`src/rtl/box_arb_pkg.sv`:
```
// Shared types and default sizing for the two-port register-box arbiter.
package box_arb_pkg;

    localparam int DATA_W_DEF     = 8;
    localparam int ADDR_W_DEF     = 2;
    localparam int RD_TIMEOUT_DEF = 4;

    typedef enum logic [1:0] {
        ST_IDLE  = 2'd0,
        ST_ISSUE = 2'd1,
        ST_WAIT  = 2'd2,
        ST_DONE  = 2'd3
    } state_t;

    // One-hot winner {B, A}; b_first breaks the tie when both request.
    function automatic logic [1:0] pick_winner(input logic a_req,
                                               input logic b_req,
                                               input logic b_first);
        logic [1:0] win;
        win = 2'b00;
        if (a_req && b_req) begin
            win = b_first ? 2'b10 : 2'b01;
        end else if (a_req) begin
            win = 2'b01;
        end else if (b_req) begin
            win = 2'b10;
        end else begin
            win = 2'b00;
        end
        return win;
    endfunction

endpackage

```
`src/rtl/box_arb_pick.sv`:
```
// Winner selection between requesters A and B.
// BOX_ARB_FIXED_PRIO_EN: A always wins a tie and the round-robin pointer is ignored.
module box_arb_pick
    import box_arb_pkg::*;
(
    input  logic       i_a_req,
    input  logic       i_b_req,
    input  logic       i_ptr_b,
    output logic [1:0] o_win
);

`ifdef BOX_ARB_FIXED_PRIO_EN
    logic w_unused_ptr;
    assign w_unused_ptr = i_ptr_b;
    assign o_win        = pick_winner(i_a_req, i_b_req, 1'b0);
`else
    assign o_win        = pick_winner(i_a_req, i_b_req, i_ptr_b);
`endif

endmodule

```
`src/rtl/box_arbiter.sv`:
```
// Two-port arbiter serialising A/B read/write commands onto one register box.
// Tie-break policy selectable with BOX_ARB_FIXED_PRIO_EN (see box_arb_pick).
module box_arbiter
    import box_arb_pkg::*;
#(
    parameter int DATA_W     = DATA_W_DEF,
    parameter int ADDR_W     = ADDR_W_DEF,
    parameter int RD_TIMEOUT = RD_TIMEOUT_DEF
) (
    input  logic              i_clk,
    input  logic              i_rst,
    input  logic              i_a_req,
    input  logic              i_a_we,
    input  logic [ADDR_W-1:0] i_a_addr,
    input  logic [DATA_W-1:0] i_a_wdata,
    input  logic              i_b_req,
    input  logic              i_b_we,
    input  logic [ADDR_W-1:0] i_b_addr,
    input  logic [DATA_W-1:0] i_b_wdata,
    output logic              o_a_gnt,
    output logic              o_a_done,
    output logic [DATA_W-1:0] o_a_rdata,
    output logic              o_b_gnt,
    output logic              o_b_done,
    output logic [DATA_W-1:0] o_b_rdata,
    output logic              o_err,
    output logic              o_busy,
    output logic              o_box_read_enable,
    output logic              o_box_write_enable,
    output logic [ADDR_W-1:0] o_box_address,
    output logic [DATA_W-1:0] o_box_write_data,
    input  logic [DATA_W-1:0] i_box_read_data,
    input  logic              i_box_read_active
);

    localparam int CNT_W = (RD_TIMEOUT > 1) ? $clog2(RD_TIMEOUT + 1) : 1;

    state_t            r_state;
    logic              r_ptr_b;
    logic              r_win_b;
    logic              r_we;
    logic [CNT_W-1:0]  r_cnt;
    logic              r_a_gnt;
    logic              r_a_done;
    logic [DATA_W-1:0] r_a_rdata;
    logic              r_b_gnt;
    logic              r_b_done;
    logic [DATA_W-1:0] r_b_rdata;
    logic              r_err;
    logic              r_busy;
    logic              r_box_re;
    logic              r_box_we;
    logic [ADDR_W-1:0] r_box_addr;
    logic [DATA_W-1:0] r_box_wdata;

    logic [1:0]        w_win;
    logic              w_sel_we;
    logic [ADDR_W-1:0] w_sel_addr;
    logic [DATA_W-1:0] w_sel_wdata;

    box_arb_pick u_pick (
        .i_a_req (i_a_req),
        .i_b_req (i_b_req),
        .i_ptr_b (r_ptr_b),
        .o_win   (w_win)
    );

    assign w_sel_we    = w_win[1] ? i_b_we    : i_a_we;
    assign w_sel_addr  = w_win[1] ? i_b_addr  : i_a_addr;
    assign w_sel_wdata = w_win[1] ? i_b_wdata : i_a_wdata;

    // Arbiter FSM; every output is a register updated on the transition into its state.
    always_ff @(posedge i_clk or posedge i_rst) begin
        if (i_rst) begin
            r_state     <= ST_IDLE;
            r_ptr_b     <= 1'b0;
            r_win_b     <= 1'b0;
            r_we        <= 1'b0;
            r_cnt       <= {CNT_W{1'b0}};
            r_a_gnt     <= 1'b0;
            r_a_done    <= 1'b0;
            r_a_rdata   <= {DATA_W{1'b0}};
            r_b_gnt     <= 1'b0;
            r_b_done    <= 1'b0;
            r_b_rdata   <= {DATA_W{1'b0}};
            r_err       <= 1'b0;
            r_busy      <= 1'b0;
            r_box_re    <= 1'b0;
            r_box_we    <= 1'b0;
            r_box_addr  <= {ADDR_W{1'b0}};
            r_box_wdata <= {DATA_W{1'b0}};
        end else begin
            r_a_gnt  <= 1'b0;
            r_b_gnt  <= 1'b0;
            r_a_done <= 1'b0;
            r_b_done <= 1'b0;
            r_err    <= 1'b0;
            r_box_re <= 1'b0;
            r_box_we <= 1'b0;
            case (r_state)
                ST_IDLE: begin
                    if (w_win != 2'b00) begin
                        r_state     <= ST_ISSUE;
                        r_busy      <= 1'b1;
                        r_win_b     <= w_win[1];
                        r_we        <= w_sel_we;
                        r_a_gnt     <= w_win[0];
                        r_b_gnt     <= w_win[1];
                        r_box_we    <= w_sel_we;
                        r_box_re    <= ~w_sel_we;
                        r_box_addr  <= w_sel_addr;
                        r_box_wdata <= w_sel_wdata;
                    end else begin
                        r_state <= ST_IDLE;
                    end
                end
                ST_ISSUE: begin
                    r_cnt <= {CNT_W{1'b0}};
                    if (r_we) begin
                        r_state  <= ST_DONE;
                        r_a_done <= ~r_win_b;
                        r_b_done <= r_win_b;
                    end else begin
                        r_state <= ST_WAIT;
                    end
                end
                ST_WAIT: begin
                    // A response on the final wait cycle still counts as success.
                    if (i_box_read_active) begin
                        if (r_win_b) begin
                            r_b_rdata <= i_box_read_data;
                        end else begin
                            r_a_rdata <= i_box_read_data;
                        end
                        r_state  <= ST_DONE;
                        r_a_done <= ~r_win_b;
                        r_b_done <= r_win_b;
                    end else if (r_cnt == CNT_W'(RD_TIMEOUT - 1)) begin
                        r_state  <= ST_DONE;
                        r_a_done <= ~r_win_b;
                        r_b_done <= r_win_b;
                        r_err    <= 1'b1;
                    end else begin
                        r_cnt <= r_cnt + CNT_W'(1);
                    end
                end
                ST_DONE: begin
                    r_state <= ST_IDLE;
                    r_busy  <= 1'b0;
                    r_ptr_b <= ~r_win_b;
                end
                default: begin
                    r_state <= ST_IDLE;
                    r_busy  <= 1'b0;
                end
            endcase
        end
    end

    assign o_a_gnt            = r_a_gnt;
    assign o_a_done           = r_a_done;
    assign o_a_rdata          = r_a_rdata;
    assign o_b_gnt            = r_b_gnt;
    assign o_b_done           = r_b_done;
    assign o_b_rdata          = r_b_rdata;
    assign o_err              = r_err;
    assign o_busy             = r_busy;
    assign o_box_read_enable  = r_box_re;
    assign o_box_write_enable = r_box_we;
    assign o_box_address      = r_box_addr;
    assign o_box_write_data   = r_box_wdata;

endmodule

```
`config.mk`:
```
export PLATFORM = sky130hd
export DESIGN_NAME = box_arbiter
export DESIGN_NICKNAME = d
export VERILOG_FILES = /design/src/rtl/box_arb_pkg.sv /design/src/rtl/box_arb_pick.sv /design/src/rtl/box_arbiter.sv
export SDC_FILE = /design/constraint.sdc
export NUM_CORES = 1
export LEC_CHECK = 0
export BUFFER_PORTS_ARGS = -buffer_cell sky130_fd_sc_hd__buf_4
export CAP_MARGIN = 5
export CORE_ASPECT_RATIO = 0.8
export CORE_MARGIN = 2
export CORE_UTILIZATION = 30
export DETAILED_ROUTE_END_ITERATION = 12
export PLACE_DENSITY = 0.63
export SLEW_MARGIN = 15
export SYNTH_ARGS = -nofsm -noshare
export SYNTH_HDL_FRONTEND = slang
export SYNTH_SLANG_ARGS = --single-unit
```
`constraint.sdc`:
```
create_clock -name i_clk -period 3.6 [get_ports i_clk]
set_clock_uncertainty 0.1 [all_clocks]
set_input_delay 0.18 -clock i_clk [delete_from_list [all_inputs] [get_ports i_clk]]
set_output_delay 0.18 -clock i_clk [all_outputs]
set_load 0.03 [all_outputs]
```
==> summary.md <==
| Metric | Value |
|---|---|
| Height of the die | roughly 74 um |
| Total number of yosys warnings | 0 |
| Gpl congestion | 0.6956 |
| List of cells traversed by the critical path | inv_1 > ha_1 > o21a_1 > nor2_1 > a31oi_1 |
| Final Cell Area | approximately 0.0025 sq mm |
| Clock Latency Late Sink | 0.29 ns |
| Worst Path Required | 3.71 ns |
| Effective utilization at floorplan | 31.15% |
| Vias/cell | 4.622 |
| Setup repair after global routing missed its margin | false |
| Count of antenna-violating nets left after detailed routing | 0 |
| Worst hold slack | 0.02715 ns |
| Cell-internal power | 0.001317 W |
| Initial drt markers | 60 |
| Chip Width | slightly above 90 um |
| Area growth from synthesis to layout | 37.09% |
| Setup TNS | 0 ns |
| Worst hold-check path type | in -> reg |
| Library cell used as clock root buffer | sky130_fd_sc_hd__clkbuf_8 |
| Most common cell in the netlist | sky130_fd_sc_hd__dfrtp_1 |
| Crit share post-route | 51.88% |
| Via count of the first global-routing pass | 1446 |
| Max FO, Critical Path | 25 |
| Multi-input gate area | 726.9 sq um |
| Largest cells by area after synthesis | sky130_fd_sc_hd__dfrtp_1, sky130_fd_sc_hd__mux2_2, sky130_fd_sc_hd__ha_1 |
| Slew at the pin closest to its max-slew limit | 0.7673 ns |
| Final-report setup violation count | 0 |
| Combinational group share of total power | 50.9% |
| Reported leakage power | roughly 1.2 nW |
| Final #Nets | 271 |
| Share of final-layout standard cells stronger than drive strength 1 | between 40% and 50% |
| Setup CP Type | reg -> reg |
| # rows | 25 |
| Clock tree from TritonCTS | done |
| Yosys reg bits | 42 |
| Result of the run | completed |
| Synth top area share | 57.07% |
| Crit path max-delay family | compound AO/OA/AOI/OAI gates |
| Total count of hold-check failures in the final report | 0 |
| Number of enable flip-flop cells after synthesis | 0 |
| Clock-pin slew reported for the worst setup and hold paths after clock tree synthesis | 0.08 ns |
| Register share of total power | 35.5% |
| Psw | 0.0009685 W |
| Remaining design rule violation count | 0 |
| Final Critical Period | 1.868 ns |
| Gate count of the mapped netlist | 160 |
| Total inserted antenna cells | 0 |
| Number of iterations in the first detailed-routing pass | 4 |
| CTS H-Tree Depth | 2 |
| List of most frequent post-synthesis cells | sky130_fd_sc_hd__dfrtp_1, sky130_fd_sc_hd__mux2_2, sky130_fd_sc_hd__nor2_1 |
| Total CTS buffers | 5 |
| Slew HR | 48.85% |
| Number of max-cap violations | 0 |
| Max-slew violation count | 0 |
| Dominant register cell in the synthesized netlist | sky130_fd_sc_hd__dfrtp_1 |
| # port buffers | a little under 70 |
| Worst ir drop on vdd | 428.4 uV |
| Worst-path cell with the longest stage delay | sky130_fd_sc_hd__o21a_1 |
| Library cell with the largest summed area after synthesis | sky130_fd_sc_hd__dfrtp_1 |
| Crit path largest cell delay | approximately 0.66 ns |
| Sequential Area | 0.001051 sq mm |
| Total power density per cell area | 905.3 mW/mm^2 |
| Combined buffer and inverter count along the critical path | 1 |
| GRT overflow | 0 |
| I/O pin count | 69 |
| Pin count of the biggest net entering global routing | 43 |
| Die Outline Area | 0.006786 sq mm |
| Fill cell total of the finished layout | 580 |
| Placement Cell Area | about 0.0024 sq mm |
| Switching part of the total | about 42% |
| Element type at the critical path start | register |
| Post-Synthesis Mean Instance Area | 11.51 sq um |
| Mapped cell area | 0.001842 sq mm |
| Sum of net half-perimeters after detailed placement | 2.921 mm |
| Initial antenna violation count | 0 |
| Routed wire length | 4.098 mm |
| Proportion of synthesized chip area in sequential cells | between 50% and 60% |
| Routed wire length per instance | 13.13 um |
| Peak Freq | 0.5354 GHz |
| Total vias in the final route | 1442 |
| Post-CTS setup repair buffer count | 0 |
| Part of the total power dissipated in the clock network | 13.7% |
| CTS sink count | 42 |
| Asr flop ratio synth | 100.0% |
| GR Util All Layers | 12.74% |
| Post-cts sizing count | 0 |
| Endpoint arrival time on the critical path | slightly below 2 ns |
| Largest buffer count on any clock path | 2 |
| Syn Nets | 201 |
| Standard cell core area | approximately 0.0059 sq mm |
| Count of cell types in the netlist | 32 |
| Crit path capture type | register |
| First-pass GRT wire length | 6.872 mm |
==> flip-flops by register name, indices dropped and copies added (netlist names) <==
signal	flops
o_box_write_enable	1
r_win_b	1
r_cnt	3
o_a_done	1
o_b_gnt	1
r_we	1
o_box_address	2
o_busy	1
r_ptr_b	1
o_a_rdata	8
r_state	2
o_b_done	1
o_a_gnt	1
o_err	1
o_box_read_enable	1
o_box_write_data	8
o_b_rdata	8
==> cell usage in the layout, fill, tap and decap left out, drive strengths merged, types with 2 or more instances in the layout <==
cell / synthesis / routed
o21ai: 14 / 14
inv: 7 / 6
a211oi: 2 / 2
clkinv: 0 / 2
mux2: 17 / 17
nand2: 3 / 3
a31oi: 11 / 11
nor2: 17 / 17
ha: 6 / 6
a21oi: 2 / 2
clkbuf: 2 / 7
nand3: 14 / 14
a21o: 3 / 3
and3: 2 / 2
buf: 5 / 69
dfrtp: 42 / 42
nor3b: 2 / 2
==> power groups by stage <==
stage,logic [W],clock network (W),registers [W]
finish,0.00116,0.000313,0.000811
global route,0.00126,0.000349,0.000842
floorplan,0.000443,0,0.00115
detailed placement,0.00118,0,0.000818
global placement,0.00116,0,0.000816
CTS,0.00118,0.000330,0.000813
==> cells by family (layout without fill, tap and decap cells) <==
group	after synthesis	count (layout)	synth area share (%)
buffers and inverters	14	85	3.465
adders and majority gates	6	6	4.076
and+or+nand+nor	42	42	11.48
DFF	42	42	57.07
xor gates and xnor gates	1	1	0.4756
muxes	18	18	11.14
AOI/OAI and AO/OA	37	37	12.30
==> what timing repair did <==
item | 4_1_cts | 5_1_grt
hold buffers | 1 | 0
endpoints found under the hold margin | 42 | 0
endpoints found under the setup margin | 0 | 0
==> layout make-up <==
| cell class | count | area share, % |
|---|---|---|
| multi-input cells | 104 | 28.79 |
| flip-flops and latches | 42 | 41.63 |
| repair buffers | 70 | 20.91 |
| inverters | 7 | 1.041 |
| clock inverters | 1 | 0.1982 |
| well taps | 81 | 4.014 |
| clock buffers | 7 | 3.419 |
==> through the flow <==
stage          total power [W]  utilization [%]  instances  setup WS (ns)
4_1_cts               0.002323            42.71        312          1.712
2_1_floorplan         0.001591                -        160          1.882
6_report              0.002286            42.71        312          1.732
3_5_place_dp          0.001997            40.99        303          1.725
3_3_place_gp          0.001978            40.99        303          1.787
5_1_grt               0.002449            42.71        312          1.552
==> metal layers <==
| layer | track usage (%) | share of wire (%) |
|---|---|---|
| met1 | 16.65 | 46 |
| met2 | 20.51 | 46 |
| met3 | 4.357 | 6.8 |
| met4 | 3.535 | 0.85 |
| met5 | 0 | 0 |
==> path summary, 6_finish.rpt <==
kind,slack [ns],endpoint,startpoint,cells after the start
min,0.03,o_b_rdata[7]$_DFFE_PP0P_,i_box_read_data[7],2
max reg2reg,1.73,r_we$_DFFE_PP0P_,r_state[0]$_DFFE_PP0P_,5
min reg2reg,0.41,o_a_rdata[3]$_DFFE_PP0P_,o_a_rdata[3]$_DFFE_PP0P_,1
min in group asynchronous,0.47,o_box_write_data[1]$_DFFE_PP0P_,i_rst,4
max in group asynchronous,2.56,o_b_rdata[3]$_DFFE_PP0P_,i_rst,4
max,1.73,r_we$_DFFE_PP0P_,r_state[0]$_DFFE_PP0P_,5
(Power assumes the default switching activity.)
